===== src/rtl/mm2s_pkg.sv =====
// rtl/mm2s_pkg.sv - shared types and helpers for the MM2S stream transmitter
package mm2s_pkg;

    typedef enum logic [1:0] {
        IDLE   = 2'd0,
        STREAM = 2'd1,
        DRAIN  = 2'd2
    } tx_state_t;

    localparam int DEF_DATA_W = 64;
    localparam int MAX_KEEP_W = 128;

    function automatic int bytes_of(input int data_w);
        return data_w / 8;
    endfunction

    localparam int BYTES = bytes_of(DEF_DATA_W);

    // A zero remainder means the final beat is full.
    function automatic logic [MAX_KEEP_W-1:0] keep_mask(input logic [31:0] len_remainder);
        logic [MAX_KEEP_W-1:0] m;
        if (len_remainder == 32'd0) begin
            m = '1;
        end else begin
            m = (MAX_KEEP_W'(1) << len_remainder) - MAX_KEEP_W'(1);
        end
        return m;
    endfunction

endpackage


===== src/rtl/mm2s_stream_tx.sv =====
// rtl/mm2s_stream_tx.sv - MM2S FIFO-to-stream transmitter; MM2S_TX_STATS_EN adds stall_cnt
module mm2s_stream_tx
    import mm2s_pkg::*;
#(
    parameter int DATA_W = DEF_DATA_W,
    parameter int LEN_W  = 24
) (
    input  logic                clk,
    input  logic                rst,
    input  logic                cmd_valid,
    output logic                cmd_ready,
    input  logic [LEN_W-1:0]    cmd_len,
    input  logic                fifo_valid,
    output logic                fifo_ready,
    input  logic [DATA_W-1:0]   fifo_data,
    output logic                m_tvalid,
    input  logic                m_tready,
    output logic [DATA_W-1:0]   m_tdata,
    output logic [DATA_W/8-1:0] m_tkeep,
    output logic                m_tlast,
    output logic                busy,
    output logic                done
`ifdef MM2S_TX_STATS_EN
    ,
    output logic [31:0]         stall_cnt
`endif
);

    localparam int KEEP_W = bytes_of(DATA_W);
    localparam logic [LEN_W-1:0] BYTES_L = LEN_W'(KEEP_W);

    tx_state_t           state_q, state_d;
    logic [LEN_W-1:0]    beats_left_q, beats_left_d;
    logic [KEEP_W-1:0]   last_keep_q, last_keep_d;
    logic                m_tvalid_q, m_tvalid_d;
    logic [DATA_W-1:0]   m_tdata_q, m_tdata_d;
    logic [KEEP_W-1:0]   m_tkeep_q, m_tkeep_d;
    logic                m_tlast_q, m_tlast_d;
    logic                done_q, done_d;

    logic [LEN_W-1:0]      len_rem;
    logic [LEN_W-1:0]      len_beats;
    logic [MAX_KEEP_W-1:0] len_keep_full;
    logic                  unused_keep_hi;
    logic                  cmd_accept;
    logic                  pop;
    logic                  out_accept;
    logic                  pop_is_last;

    assign len_rem        = cmd_len % BYTES_L;
    assign len_beats      = (cmd_len / BYTES_L) + LEN_W'(len_rem != '0);
    assign len_keep_full  = keep_mask(32'(len_rem));
    assign unused_keep_hi = ^len_keep_full[MAX_KEEP_W-1:KEEP_W];

    assign cmd_accept  = cmd_valid && cmd_ready;
    assign pop         = fifo_valid && fifo_ready;
    assign out_accept  = m_tvalid_q && m_tready;
    assign pop_is_last = (beats_left_q == LEN_W'(1));

    always_ff @(posedge clk) begin
        if (rst) begin
            state_q      <= IDLE;
            beats_left_q <= '0;
            last_keep_q  <= '0;
            m_tvalid_q   <= 1'b0;
            m_tdata_q    <= '0;
            m_tkeep_q    <= '0;
            m_tlast_q    <= 1'b0;
            done_q       <= 1'b0;
        end else begin
            state_q      <= state_d;
            beats_left_q <= beats_left_d;
            last_keep_q  <= last_keep_d;
            m_tvalid_q   <= m_tvalid_d;
            m_tdata_q    <= m_tdata_d;
            m_tkeep_q    <= m_tkeep_d;
            m_tlast_q    <= m_tlast_d;
            done_q       <= done_d;
        end
    end

    always_comb begin
        state_d      = state_q;
        beats_left_d = beats_left_q;
        last_keep_d  = last_keep_q;
        m_tvalid_d   = m_tvalid_q;
        m_tdata_d    = m_tdata_q;
        m_tkeep_d    = m_tkeep_q;
        m_tlast_d    = m_tlast_q;
        done_d       = 1'b0;

        // A pop refills the output register even when the current beat leaves this cycle.
        if (pop) begin
            m_tvalid_d   = 1'b1;
            m_tdata_d    = fifo_data;
            m_tkeep_d    = pop_is_last ? last_keep_q : '1;
            m_tlast_d    = pop_is_last;
            beats_left_d = beats_left_q - LEN_W'(1);
        end else if (out_accept) begin
            m_tvalid_d = 1'b0;
        end

        case (state_q)
            IDLE: begin
                if (cmd_accept) begin
                    if (cmd_len == '0) begin
                        done_d = 1'b1;
                    end else begin
                        state_d      = STREAM;
                        beats_left_d = len_beats;
                        last_keep_d  = len_keep_full[KEEP_W-1:0];
                    end
                end
            end
            STREAM: begin
                if (pop && pop_is_last) begin
                    state_d = DRAIN;
                end
            end
            DRAIN: begin
                if (out_accept && m_tlast_q) begin
                    state_d = IDLE;
                    done_d  = 1'b1;
                end
            end
            default: state_d = IDLE;
        endcase
    end

    always_comb begin
        cmd_ready  = (state_q == IDLE);
        busy       = (state_q != IDLE);
        fifo_ready = (state_q == STREAM) && (beats_left_q != '0) && (!m_tvalid_q || m_tready);
    end

    assign m_tvalid = m_tvalid_q;
    assign m_tdata  = m_tdata_q;
    assign m_tkeep  = m_tkeep_q;
    assign m_tlast  = m_tlast_q;
    assign done     = done_q;

`ifdef MM2S_TX_STATS_EN
    logic [31:0] stall_cnt_q, stall_cnt_d;

    always_ff @(posedge clk) begin
        if (rst) begin
            stall_cnt_q <= '0;
        end else begin
            stall_cnt_q <= stall_cnt_d;
        end
    end

    always_comb begin
        stall_cnt_d = stall_cnt_q;
        if (m_tvalid_q && !m_tready && (stall_cnt_q != '1)) begin
            stall_cnt_d = stall_cnt_q + 32'd1;
        end
    end

    assign stall_cnt = stall_cnt_q;
`endif

endmodule


===== config.mk =====
export PLATFORM = sky130hd
export DESIGN_NAME = mm2s_stream_tx
export DESIGN_NICKNAME = d
export VERILOG_FILES = /design/src/rtl/mm2s_pkg.sv /design/src/rtl/mm2s_stream_tx.sv
export SDC_FILE = /design/constraint.sdc
export NUM_CORES = 1
export LEC_CHECK = 0
export CAP_MARGIN = 25
export CORE_MARGIN = 2
export CORE_UTILIZATION = 40
export DETAILED_ROUTE_END_ITERATION = 7
export HOLD_SLACK_MARGIN = 0.15
export PLACE_DENSITY = 0.74
export SKIP_LAST_GASP = 1
export SYNTH_ARGS = -nofsm -noshare
export SYNTH_HDL_FRONTEND = slang
export SYNTH_SLANG_ARGS = --single-unit

===== constraint.sdc =====
create_clock -name clk -period 8.8 [get_ports clk]
set_input_delay 2.64 -clock clk [delete_from_list [all_inputs] [get_ports clk]]
set_output_delay 2.64 -clock clk [all_outputs]
set_load 0.05 [all_outputs]

Word-level counts from Yosys, hierarchy flattened --
Index checks and enable logic that the tools add are counted.
Word-level totals: word-level logic and storage cells 55, register bits after elaboration 109
Cells by class: bitwise logic cells 1, reductions and logical operators 18, equality and inequality tests 7, shifts and indexed selects 1, mux-type cells 17, $add $sub $neg 3
Operator list (count):
- 2-to-1 mux 24 bit | 4
- zero test 24 bit | 2
- nonzero test 24 bit | 2
- equality test 24 x 1 -> 1 bit (second input constant) | 1
- subtractor 24 x 1 -> 24 bit (second input constant) | 1
- adder 21 x 1 -> 22 bit | 1
- 2-to-1 mux 8 bit | 2
- 2-to-1 mux 2 bit | 4
- << shifter 1 x 3 -> 8 bit (first input constant) | 1
- subtractor 8 x 2 -> 8 bit (second input constant) | 1
- logical AND 1 bit | 7
- != test 2 bit (second input constant) | 3
- one-hot mux 2 bit (3 select lines) | 1
- 2-to-1 mux 1 bit | 5
- AND reduction 4 bit | 1
- nonzero test 2 bit | 2
- AND reduction 3 bit | 1
- equality test 2 x 1 -> 1 bit (second input constant) | 1
- equality test 2 bit (second input constant) | 1
- zero test 2 bit | 1
- != test 2 x 1 -> 1 bit (second input constant) | 1
- one-hot mux 1 bit (2 select lines) | 1
- zero test 1 bit | 1
- logical OR 1 bit | 1
- NOT 1 bit | 1

Logic depth before layout (Yosys ltp) --
Gate-level depths: netlist (run 1).
depth in word-level cells 8, depth in mapped cells 11, depth with buffers taken out 9

Least setup slack after synthesis (run 1) --
Ideal clock, no wire load.
path kind input port to output port, start input m_tready, end output fifo_ready, setup slack 2.499 ns, cell stages on the path 3, arrival time 3.661 ns, cell sequence nand2b_1 nand2_1 a31oi_1
Between the ends: cells in the longest elaborated chain, start to end 2
RTL lines:
- start: declaration | RTL line mm2s_stream_tx.sv:17 | input logic m_tready,
- logical OR 1 bit | RTL line mm2s_stream_tx.sv:133 | fifo_ready = (state_q == STREAM) && (beats_left_q != '0) && (!m_tvalid_q || m_tready);
- logical AND 1 bit | RTL line mm2s_stream_tx.sv:133
- end: declaration | RTL line mm2s_stream_tx.sv:14 | output logic fifo_ready,
No other way between the ends.

Worst setup path after layout (run 1) --
Same ends and word-level chain as after synthesis.

==> flow_results.org, run 1 <==
** Place
- Gpl congestion :: about 0.8
- HPWL after DPL :: about 10000 um
- Prior to clock tree synthesis, the placed netlist has a worst setup slack of around 1700 ps.
- During placement, the flow inserted port buffers numbering 170.
- Cell count after placement :: 883

** Worst setup path
- Category of the worst setup path capture point :: output port
- Kind of launch point of the worst setup path :: primary input
- Required time of the worst setup path :: 6160 ps
- The setup path with the least slack is of type in2out.
- Top fanout value on the critical path :: 5
- For the worst setup path, the data arrival time is 4480 ps.

** Detailed routing
- After detailed routing, the number of vias per cell comes to 5.365.
- The count of nets left with antenna violations once routing finished came out at 0.
- Sum of routed wire length over all layers :: 13950 um
- Routed via count :: 4823
- After detailed routing, the average wire length per cell comes to ~16 um.
- In this run, the number of DRC markers left after iteration 0 of detailed routing was 421.
- The first detailed-routing pass took 5 iterations.
- Number of remaining DRC errors :: 0

** Clock tree
- Clk sink count :: 109
- In this run the post-CTS setup repair buffer count came out at 0.
- Number of buffers inserted for hold repair after clock tree synthesis :: 0
- The later pin in the worst-skew pair is clocked with a latency of ~340 ps.
- CTS H-Tree Depth :: 3
- Post-CTS Resized :: 0
- Clock root cell :: sky130_fd_sc_hd__clkbuf_16
- CTS tree :: done
- The clock passes through at most 2 buffers.
- Clock tree synthesis inserted a total of 9 buffers.
- Post-CTS clock slew at the launch and capture registers of the worst setup and hold paths :: around 70 ps

** Global routing
- The number of global-route vias before repair is approximately 4400.
- Across every metal layer, demand over resource in global routing totals 20.36%.
- The first global-routing pass estimated between 20000 and 25000 um of wire.
- Antenna violations before repair :: 0
- Global routing finished with a remaining overflow of 0.
- Entering global routing, the biggest net connects 102 pins.

** STA
- The number of failing hold endpoints at the final stage came to 0.
- Worst slew margin :: 34.53%
- Static timing analysis puts the maximum clock frequency at 140.4 MHz.
- Clock skew after layout :: 7.386 ps
- RSZ-0062 raised after global routing :: no
- Final clock period utilization by the worst path :: 80.93%
- Adding up every negative setup slack in the final design gives 0 ps.
- Final setup margin :: 1678 ps
- The smallest clock period supported by the final layout is computed as 7122 ps.
- The number of pins exceeding their max-slew limit in the final report was 0.
- Number of setup violations in the final report :: 0
- Actual slew at the worst max-slew pin :: around 980 ps

** Synthesis
- Number of flops mapped to enable cells by yosys :: 0
- Primary flip-flop cell chosen by synthesis mapping :: sky130_fd_sc_hd__dfxtp_1
- Top cell type by total area after synthesis :: sky130_fd_sc_hd__dfxtp_1
- Fraction of synthesized cell area taken by the top area cell type :: 44.65%
- For this run, asynchronously set or reset flops after synthesis account for 0%.
- Post-synthesis sequential area ratio :: 44.65%
- Warning count from the yosys run :: 0
- By area the synthesized netlist is led by sky130_fd_sc_hd__dfxtp_1 (45%), sky130_fd_sc_hd__nand2_1 (11%), sky130_fd_sc_hd__a21oi_1 (8.2%).
- Area of the mapped netlist :: 4887 sq um
- The synthesized netlist contains 48 unique library cells.
- The synthesized design contains 109 register bits.
- Gate count of the mapped netlist :: roughly 600
- Dividing the synthesized area by the synthesized cell count gives 8.051 sq um.
- Synthesized Nets :: 704

** Pwr
- Across the VDD grid, the largest voltage drop is roughly 0.0001 V.
- LEAKAGE :: 2.331 nW
- Power per Cell Area :: roughly 170 nW/um^2

** Cells and area
- In the layout the commonest cells are sky130_fd_sc_hd__clkdlybuf4s50_1 (169), sky130_fd_sc_hd__nand2_1 (139), sky130_fd_sc_hd__dfxtp_1 (109).
- Fraction of layout cells with a size suffix above 1 :: 3.989%
- In the final design database the tool counted 846 nets.
- Leaving out fill and tap cells, the most frequent cell in the layout is sky130_fd_sc_hd__clkdlybuf4s50_1.
- Area added between synthesis and finish :: 41.40%
- Post-route core utilization :: 57.77%
- The filler cells instantiated in the layout total roughly 1100.
- The count of cells in the finished layout, fillers not included, comes to around 900.
- Ant. Diodes :: 0

** Floorplan
- The die is 114.5 um tall.
- Die Wd :: 114.5 um
- After floorplanning, the core was divided into 40 placement rows.
- Core area :: 11960 sq um
- Total Die Area :: 13120 sq um
- Initial cell density of the core :: 40.86%
- During I/O placement, the number of pins put on the boundary was between 150 and 200.

** Job
- Across the run, the number of max-cap violations was 0.

** Outcome
- Status :: complete, no violations

** Worst hold path
- In this run the worst hold path is classified as reg2reg.
-- cells in the mapped netlist, types with 4 or more instances --
cell                        count
sky130_fd_sc_hd__o31ai_1        6
sky130_fd_sc_hd__inv_1         10
sky130_fd_sc_hd__a2111oi_0      4
sky130_fd_sc_hd__a31oi_1        7
sky130_fd_sc_hd__nand4_1        9
sky130_fd_sc_hd__xor2_1         4
sky130_fd_sc_hd__buf_6          8
sky130_fd_sc_hd__buf_2          5
sky130_fd_sc_hd__and3_1         5
sky130_fd_sc_hd__or4_1          5
sky130_fd_sc_hd__a21oi_1       80
sky130_fd_sc_hd__a221oi_2       4
sky130_fd_sc_hd__nand2b_1       4
sky130_fd_sc_hd__xnor2_1       22
sky130_fd_sc_hd__clkbuf_1      28
sky130_fd_sc_hd__o22ai_1        8
sky130_fd_sc_hd__o31a_1         7
sky130_fd_sc_hd__a211oi_1      10
sky130_fd_sc_hd__o21ai_0        9
sky130_fd_sc_hd__nand2_1      139
sky130_fd_sc_hd__nor2_1        34
sky130_fd_sc_hd__ha_1           4
sky130_fd_sc_hd__nor3_1        17
sky130_fd_sc_hd__nor4_1        18
sky130_fd_sc_hd__nand3_1       13
sky130_fd_sc_hd__dfxtp_1      109
-- cell type report --
type	instances	area [sq um]	share of cell area (%)
multi-input combinational	443	2447	35.42
clock inverter	3	46.29	0.6699
inverter	11	41.29	0.5975
tap	147	183.9	2.662
clock buffer	11	232.7	3.368
sequential	109	2182	31.58
timing repair buffer	175	1777	25.71
-- registers in the layout, indices dropped and copies added (netlist names) --
signal	cells
m_tvalid	1
m_tkeep	8
state_q	2
m_tdata	64
done	1
last_keep_q	8
beats_left_q	24
m_tlast	1
-- stage by stage --
stage          instance area, sq um  power [W]  hold slack (ps)
6_report                       6910   0.001202            454.1
5_1_grt                        6910   0.001251            471.0
4_1_cts                        6855   0.001205            455.3
3_5_place_dp                   6576  0.0008127            445.9
3_3_place_gp                   6576  0.0008068            441.0
2_1_floorplan                  4887  0.0007115            431.7
-- metal layers --
layer	global-route usage, %	part of all wire [%]	wire length (um)
met2	34.36	48	6656
met1	26.49	44	6080
met5	0	0	0
met3	3.017	7.1	994
met4	7.154	1.6	221
-- worst max-delay path: stages --
cell and delay (ps):
sky130_fd_sc_hd__clkdlybuf4s50_1 510, sky130_fd_sc_hd__nand2b_1 210, sky130_fd_sc_hd__nand2_1 70, sky130_fd_sc_hd__a31oi_1 200, sky130_fd_sc_hd__clkdlybuf4s50_1 840
-- logic make-up after synthesis --
family / after synthesis / share of synthesized area [%]
and+or+nand+nor: 262 / 24.37
adders and majority gates: 4 / 1.024
DFF: 109 / 44.65
AOI/OAI and AO/OA: 151 / 19.71
xor gates and xnor gates: 26 / 4.659
buffers and inverters: 55 / 5.581
-- path summary, 6_finish.rpt --
| check | cells past startpoint | to | slack, ps | start |
|---|---|---|---|---|
| worst max-delay path | 5 | fifo_ready | 1680 | m_tready |
| worst min-delay path | 2 | m_tdata[57]$_SDFFE_PP0P_ | 450 | m_tdata[57]$_SDFFE_PP0P_ |
| worst max register to register | 6 | beats_left_q[11]$_SDFF_PP0_ | 5540 | beats_left_q[17]$_SDFF_PP0_ |
| worst min register to register | 2 | m_tdata[57]$_SDFFE_PP0P_ | 450 | m_tdata[57]$_SDFFE_PP0P_ |
-- power breakdown --
group          switching (W)  internal, W  total [W]
registers          0.0000198     0.000521   0.000541
clock network       0.000176     0.000219   0.000395
logic               0.000157     0.000109   0.000266
No activity file was read; power rests on OpenSTA's default activity.
==> run 2, diff against run 1 <==
Settings changed: PLACE_DENSITY 0.74 to 0.77.
Clock period 8.8 ns to 5.9 ns, I/O delays scaled along.
==> run 2 against run 1 <==
Against the previous run: sequential power increased by 49%; global-route usage up 0.72 points; largest power group unchanged; register-to-register slack lost 2400 ps; highest routed layer unchanged; flip-flop and latch count unchanged; total power up 52%; cell count rose by 0.44%; utilization up 0.39 points; hold slack is essentially flat; design area increased by 0.67%; non-clock buffer count up 2; routed wire length is 1.4% higher; sequential share of layout area decreased by 0.21 points.
==> flow_results.org, run 2 (same netlist as run 1, synthesis figures left out) <==
** Floorplan
- In this run the core area contains 40 standard-cell rows.
- The total area inside the core boundary comes to 11960 sq um.
- Die H :: ~110 um
- Total Die Area :: 13120 sq um
- Initial cell density of the core :: 40.86%
- Ports :: between 150 and 200
- From left edge to right edge, the die measures 114.5 um.

** Pwr
- Cell Int Power :: 0.001278 W
- For this design the static power due to leakage is 2.358 nW.
- Power per Cell Area :: 262.6 nW/um^2
- Combinational logic burns a little over a fifth of the power.
- Net Sw Power :: 0.0005494 W
- Worst vdd ir :: 0.0001224 V
- Part of the total power dissipated in sequential elements :: 44.2%
- Net switching is between 30% and 40% of the power.
- The clock network accounts for 33.9% of the total power.

** Clock tree
- Number of buffers inserted for hold repair after clock tree synthesis :: 0
- Maximum root-to-sink buffer count :: 2
- Clock root cell :: sky130_fd_sc_hd__clkbuf_16
- TritonCTS built the clock tree.
- CTS H-Tree Depth :: 3
- Postcts setup bufs :: 0
- At the later pin of the worst-skew pair, clock insertion delay measures 360 ps.
- Post-CTS Resized :: 0
- Counting the buffers created by CTS gives 9.
- Post-CTS clock slew at the launch and capture registers of the worst setup and hold paths :: 70 ps
- Clk sink count :: between 100 and 150

** Global routing
- Number of global-route vias before repair :: 4450
- The initial antenna violation count was 0.
- The first global-routing pass estimated 22170 um of wire.
- Entering global routing, the biggest net connects 102 pins.
- Global router's overall resource usage :: 21.08%
- Total congestion overflow :: 0

** Worst setup path
- By instance count, the cell type seen most on the critical path is sky130_fd_sc_hd__clkdlybuf4s50_1.
- Kind of launch point of the worst setup path :: primary input
- Cell Chain, Critical Path :: clkdlybuf4s50_1 -> nand2b_1 -> nand2_1 -> a31oi_1 -> clkdlybuf4s50_1
- Among cell families on the critical path, the largest total delay comes from buffers and inverters.
- The worst setup path is captured at an output port.
- At the worst endpoint, the arrival time is approximately 3500 ps.
- On the worst path, the slowest cell contributes a delay of 810 ps.
- Buf+Inv Stages, Crit Path :: 2
- The setup path with the least slack is of type in2out.
- Data on the critical path is required at its endpoint by about 4100 ps.
- Top fanout value on the critical path :: 5
- On the critical path, the stage with the largest delay is an instance of sky130_fd_sc_hd__clkdlybuf4s50_1.

** Detailed routing
- After detailed routing, the average wire length per cell comes to 15.67 um.
- The count of nets left with antenna violations once routing finished came out at 0.
- The detailed router placed 4905 vias in this run.
- After detailed routing, the number of remaining DRC violations is 0.
- Starting DRC count in detailed routing :: 452
- After detailed routing, the number of vias per cell comes to 5.432.
- First-pass iteration count of the detailed router :: 5
- Sum of routed wire length over all layers :: 14150 um

** Cells and area
- Fraction of layout cells with a size suffix above 1 :: 4.762%
- Relative to the synthesized area, the layout overhead comes to 42.35%.
- Max reg flops :: 64
- Fill cell instance count of the final layout :: 1075
- Most frequent standard cell in the layout excluding fill and tap cells :: sky130_fd_sc_hd__clkdlybuf4s50_1
- The net count of the finished layout is between 800 and 900.
- Summing all multi-input logic gate instances after layout gives 2447 sq um.
- The number of antenna diodes in the final layout is 0.
- The library cells used most frequently in the layout, excluding fill and tap cells, are sky130_fd_sc_hd__clkdlybuf4s50_1 (169), sky130_fd_sc_hd__nand2_1 (139), sky130_fd_sc_hd__dfxtp_1 (109).
- Summing all flip-flop and latch instances after layout gives 2182 sq um.

** STA
- Number of setup violations in the final report :: 0
- Static timing analysis puts the maximum clock frequency at 190.1 MHz.
- Of the available clock period, the critical path in the final layout requires 89.16%.
- The number of failing hold endpoints at the final stage came to 0.
- Clock skew after layout :: 12.04 ps
- RSZ-0062 raised after global routing :: no
- Across all setup checks in the final design, the least slack found is between 600 and 700 ps.
- Headroom to the max-slew limit came out at 40.28%.
- Actual slew at the worst max-slew pin :: 891.9 ps
- The clock period could shrink to approximately 5300 ps.
- In the final timing run, aggregate negative setup slack is 0 ps.
- The number of pins exceeding their max-slew limit in the final report came to 0.

** Place
- OpenSTA, run right after detailed placement, puts the worst setup slack at 641.4 ps.
- Routability-driven placement finished with a final weighted congestion of ~0.81.
- PortBufs :: 170
- HPWL after DPL :: between 10000 and 15000 um

** Worst hold path
- The path class of the tightest hold or removal check is reg2reg.

** Job
- Max-cap violations in this run came to 0.

** Outcome
- The run finished with clean final reports.
run 2: path summary, 6_finish.rpt:
path	from	to	slack [ps]	depth (start not counted)
hold reg to reg	m_tdata[5]$_SDFFE_PP0P_	m_tdata[5]$_SDFFE_PP0P_	450	2
setup / recovery	m_tready	fifo_ready	640	5
hold / removal	m_tdata[5]$_SDFFE_PP0P_	m_tdata[5]$_SDFFE_PP0P_	450	2
setup reg to reg	beats_left_q[16]$_SDFF_PP0_	m_tdata[15]$_SDFFE_PP0P_	3110	6
run 2: routing by layer:
| layer | track usage, % | vias to the layer above | share of wire, % |
|---|---|---|---|
| met5 | 0 | - | 0 |
| met4 | 6.829 | 0 | 1.5 |
| met3 | 3.970 | 18 | 7.8 |
| met2 | 35.74 | 217 | 48 |
| met1 | 27.02 | 2240 | 43 |
| li1 | - | 2430 | - |
run 2: cell type report:
| cell class | instances | share of cell area [%] |
|---|---|---|
| Clock buffer | 9 | 3.237 |
| Clock inverter | 7 | 1.223 |
| Inverter | 11 | 0.5935 |
| Multi-Input combinational cell | 443 | 35.18 |
| Sequential cell | 109 | 31.37 |
| Tap cell | 147 | 2.644 |
| Timing Repair Buffer | 177 | 25.76 |
run 2: per-stage QoR:
stage | area (sq um) | instances | util [%] | hold WS (ps) | power, W
after CTS | 6902 | 901 | 57.70 | 456.2 | 0.001837
after detailed placement | 6591 | 885 | 55.10 | 445.4 | 0.001216
after global routing | 6957 | 903 | 58.16 | 473.4 | 0.001907
after floorplan | 4887 | 607 | - | 431.7 | 0.001061
after global placement | 6591 | 885 | 55.10 | 441.0 | 0.001206
final | 6957 | 903 | 58.16 | 454.0 | 0.001827
run 2: worst register-to-register path, stage by stage (launching register included):
cell and delay, ps:
sky130_fd_sc_hd__dfxtp_1 350, sky130_fd_sc_hd__or4_1 630, sky130_fd_sc_hd__or3_4 450, sky130_fd_sc_hd__o21ai_4 320, sky130_fd_sc_hd__buf_4 620, sky130_fd_sc_hd__nand2_1 170
sky130_fd_sc_hd__a21oi_1 180
run 2: power groups by stage:
stage	registers (W)	clock network, W	logic [W]
after floorplan	0.000893	0	0.000168
after global placement	0.000821	0	0.000385
after detailed placement	0.000824	0	0.000392
after CTS	0.000807	0.000636	0.000394
after global routing	0.000813	0.000665	0.000429
final	0.000807	0.000620	0.000400
==> run 3, diff against run 2 <==
Settings changed: CORE_ASPECT_RATIO set to 1.2.
==> run 3 against run 2 <==
Against the previous run: clock-buffer cell count increased by 1; total power shrank 2.7%; global-route usage is 0.64 points lower; clock skew is 4.7 ps lower; flip-flop and latch count unchanged; hold slack hardly changed; routed wire length decreased by 4.3%; via count rose by 0.12%; critical path depth unchanged; cell count grew 1.7%; sequential share of layout area decreased by 0.051 points; register-to-register slack got worse by 270 ps.
==> flow_results.org, run 3 (same netlist as run 1, synthesis figures left out) <==
** Worst setup path
- Most common cell type on the critical path :: sky130_fd_sc_hd__clkdlybuf4s50_1
- For this run, the slowest stage of the critical path takes around 870 ps.
- Required time of the worst setup path :: 4130 ps
- Together, buffers and inverters on the worst path number 2.
- STA classifies the critical path startpoint as a primary input.
- Classification of the worst setup path :: in2out
- Crit Reg-Reg Startpoint :: beats_left_q[16]$_SDFF_PP0_
- Data arrives at the worst endpoint at between 3000 and 4000 ps.
- In this run the register-to-register setup slack is 2840 ps.
- The worst setup path is captured at an output port.
- The endpoint identified for the worst register-to-register timing path is m_tdata[41]$_SDFFE_PP0P_.
- Top cell family by delay on the critical path :: buffers and inverters
- Cell with the biggest individual delay on the critical path :: sky130_fd_sc_hd__clkdlybuf4s50_1
- Cell Chain, Critical Path :: clkdlybuf4s50_1 -> nand2b_1 -> nand2_1 -> a31oi_1 -> clkdlybuf4s50_1
- For the worst flop-to-flop path, the logic depth is 6.
- Top fanout value on the critical path :: 5

** Cells and area
- Max reg flops :: 64
- Area added between synthesis and finish :: 42.58%
- Ant. Diodes :: 0
- After filler insertion, the fill cell instance count of the layout stands at between 1000 and 1500.
- Number of nets in the final layout :: around 850
- In the final layout, the share of cells above drive strength 1 is between 4 and 5%.
- The library cells used most frequently in the layout, excluding fill and tap cells, are sky130_fd_sc_hd__clkdlybuf4s50_1 (169), sky130_fd_sc_hd__nand2_1 (139), sky130_fd_sc_hd__dfxtp_1 (109).
- Most frequent standard cell in the layout excluding fill and tap cells :: sky130_fd_sc_hd__clkdlybuf4s50_1
- For this run, the share of the core covered by cells in the final layout is 58.06%.

** Outcome
- The flow ran to the end, and the final reports show no timing, DRC or antenna violations.

** Global routing
- The total overflow left after global routing is 0.
- Wire length of the first global-routing pass :: 22210 um
- The number of global-route vias before repair was 4682.
- Pin count of the biggest net entering global routing :: 102
- In the global route stage, overall resource usage came out at 20.44%.
- The initial antenna violation count came to 0.

** STA
- Setup slack closes at 410.0 ps.
- Max-slew violation total from the final report :: 0
- Worst Hold Margin :: 453.6 ps
- The smallest clock period supported by the final layout is computed as 5490 ps.
- Actual slew at the worst max-slew pin :: 915.9 ps
- Setup repair after global routing left no endpoint under its margin.
- Measured against its own limit, the worst slew margin works out to between 30% and 40%.
- Clock skew after layout :: 7.317 ps
- Final clock period utilization by the worst path :: 93.05%
- Highest attainable clock frequency :: between 150 and 200 MHz
- Final hold violations :: 0
- Setup violations remaining at the end of the flow were counted as 0.
- For the final routed database, the setup TNS stands at 0 ps.

** Clock tree
- CTS tree :: done
- Once the clock tree was built, the setup fixing pass inserted 0 buffers.
- Maximum root-to-sink buffer count :: 2
- TritonCTS Buffers :: 9
- Clock root cell :: sky130_fd_sc_hd__clkbuf_16
- Post-CTS clock slew at the launch and capture registers of the worst setup and hold paths :: 70 ps
- Post-CTS repair changed the size of 0 cells.
- In this run the number of H-tree levels came out at 3.
- Number of buffers inserted for hold repair after clock tree synthesis :: 0
- The clock reaches the later pin of the worst-skew pair after 350 ps.
- Clk sink count :: 109

** Detailed routing
- Sum of routed wire length over all layers :: ~14000 um
- In the routed design, unresolved DRC markers number 0.
- The first detailed-routing pass took 4 iterations.
- After detailed routing, the number of vias per cell comes to 5.350.
- Number of nets with antenna violations after detailed routing :: 0
- After the first detailed-routing iteration, the DRC count stood at 223.
- The routed layout has between 4000 and 5000 vias.
- Avg WL per Cell :: about 15 um

** Floorplan
- The die is 125.1 um tall.
- After floorplanning, the core was sized to cover between 10000 and 15000 sq um.
- The floorplan step defined a die boundary enclosing between 10000 and 15000 sq um.
- Ports :: 171
- Placement Rows :: 44
- Initial cell density of the core :: 40.72%
- Die Wd :: roughly 100 um

** Worst hold path
- Hold endpoint :: m_tdata[15]$_SDFFE_PP0P_
- The min-delay analysis places its worst path in the category reg2reg.
- Worst Hold Depth :: 2
- The worst hold path begins at m_tdata[15]$_SDFFE_PP0P_.

** Pwr
- Worst vdd ir :: about 0.00016 V
- Power spread over the standard cell area amounts to between 200 and 300 nW/um^2.
- For this design the static power due to leakage is 2.350 nW.

** Place
- The HPWL after detailed placement is between 9000 and 10000 um.
- PortBufs :: 170
- Gpl congestion :: 0.8751
- Prior to clock tree synthesis, the placed netlist has a worst setup slack of 502.2 ps.

** Job
- The tool flagged a number of max-cap violations equal to 0.
==> run 3: worst min-delay path, stage by stage, from the launching register on <==
cell and delay [ps]:
sky130_fd_sc_hd__dfxtp_1 310, sky130_fd_sc_hd__nand2_1 50, sky130_fd_sc_hd__a21oi_1 50
==> run 3: worst max path at each step <==
stage | slack (ps) | endpoint | from | cells past startpoint
4_1_cts | 430 | fifo_ready | m_tready | 5
3_3_place_gp | 510 | fifo_ready | m_tready | 5
5_1_grt | 320 | fifo_ready | m_tready | 5
2_1_floorplan | 1340 | fifo_ready | m_tready | 3
6_report | 410 | fifo_ready | m_tready | 5
3_5_place_dp | 500 | fifo_ready | m_tready | 5
==> run 3: per-stage QoR <==
stage	area, sq um	std cells	power [W]
2_1_floorplan	4887	607	0.001061
3_3_place_gp	6609	899	0.001205
3_5_place_dp	6629	900	0.001217
4_1_cts	6913	916	0.001790
5_1_grt	6968	918	0.001857
6_report	6968	918	0.001779
==> run 3: report_power, final <==
part	internal [W]	switching, W
clock	0.000295	0.000277
sequential	0.000777	0.0000303
combinational	0.000166	0.000234
total	0.00124	0.000541
==> run 3: layer usage <==
| metal | wire length [um] | track usage (%) | vias up |
|---|---|---|---|
| met4 | 268 | 7.529 | 0 |
| met3 | 762 | 3.910 | 20 |
| met2 | 6819 | 37.01 | 166 |
| met5 | 0 | 0 | - |
| li1 | - | - | 2421 |
| met1 | 5690 | 23.76 | 2304 |
==> run 3: area by class of cell <==
cell class | count | area, sq um | share of cell area, %
sequential | 109 | 2182 | 31.32
timing repair buffer | 178 | 1812 | 26.00
tap | 161 | 201.4 | 2.891
inverter | 11 | 41.29 | 0.5926
clock buffer | 10 | 229.0 | 3.286
clock inverter | 6 | 55.05 | 0.7901
multi-input combinational | 443 | 2447 | 35.12
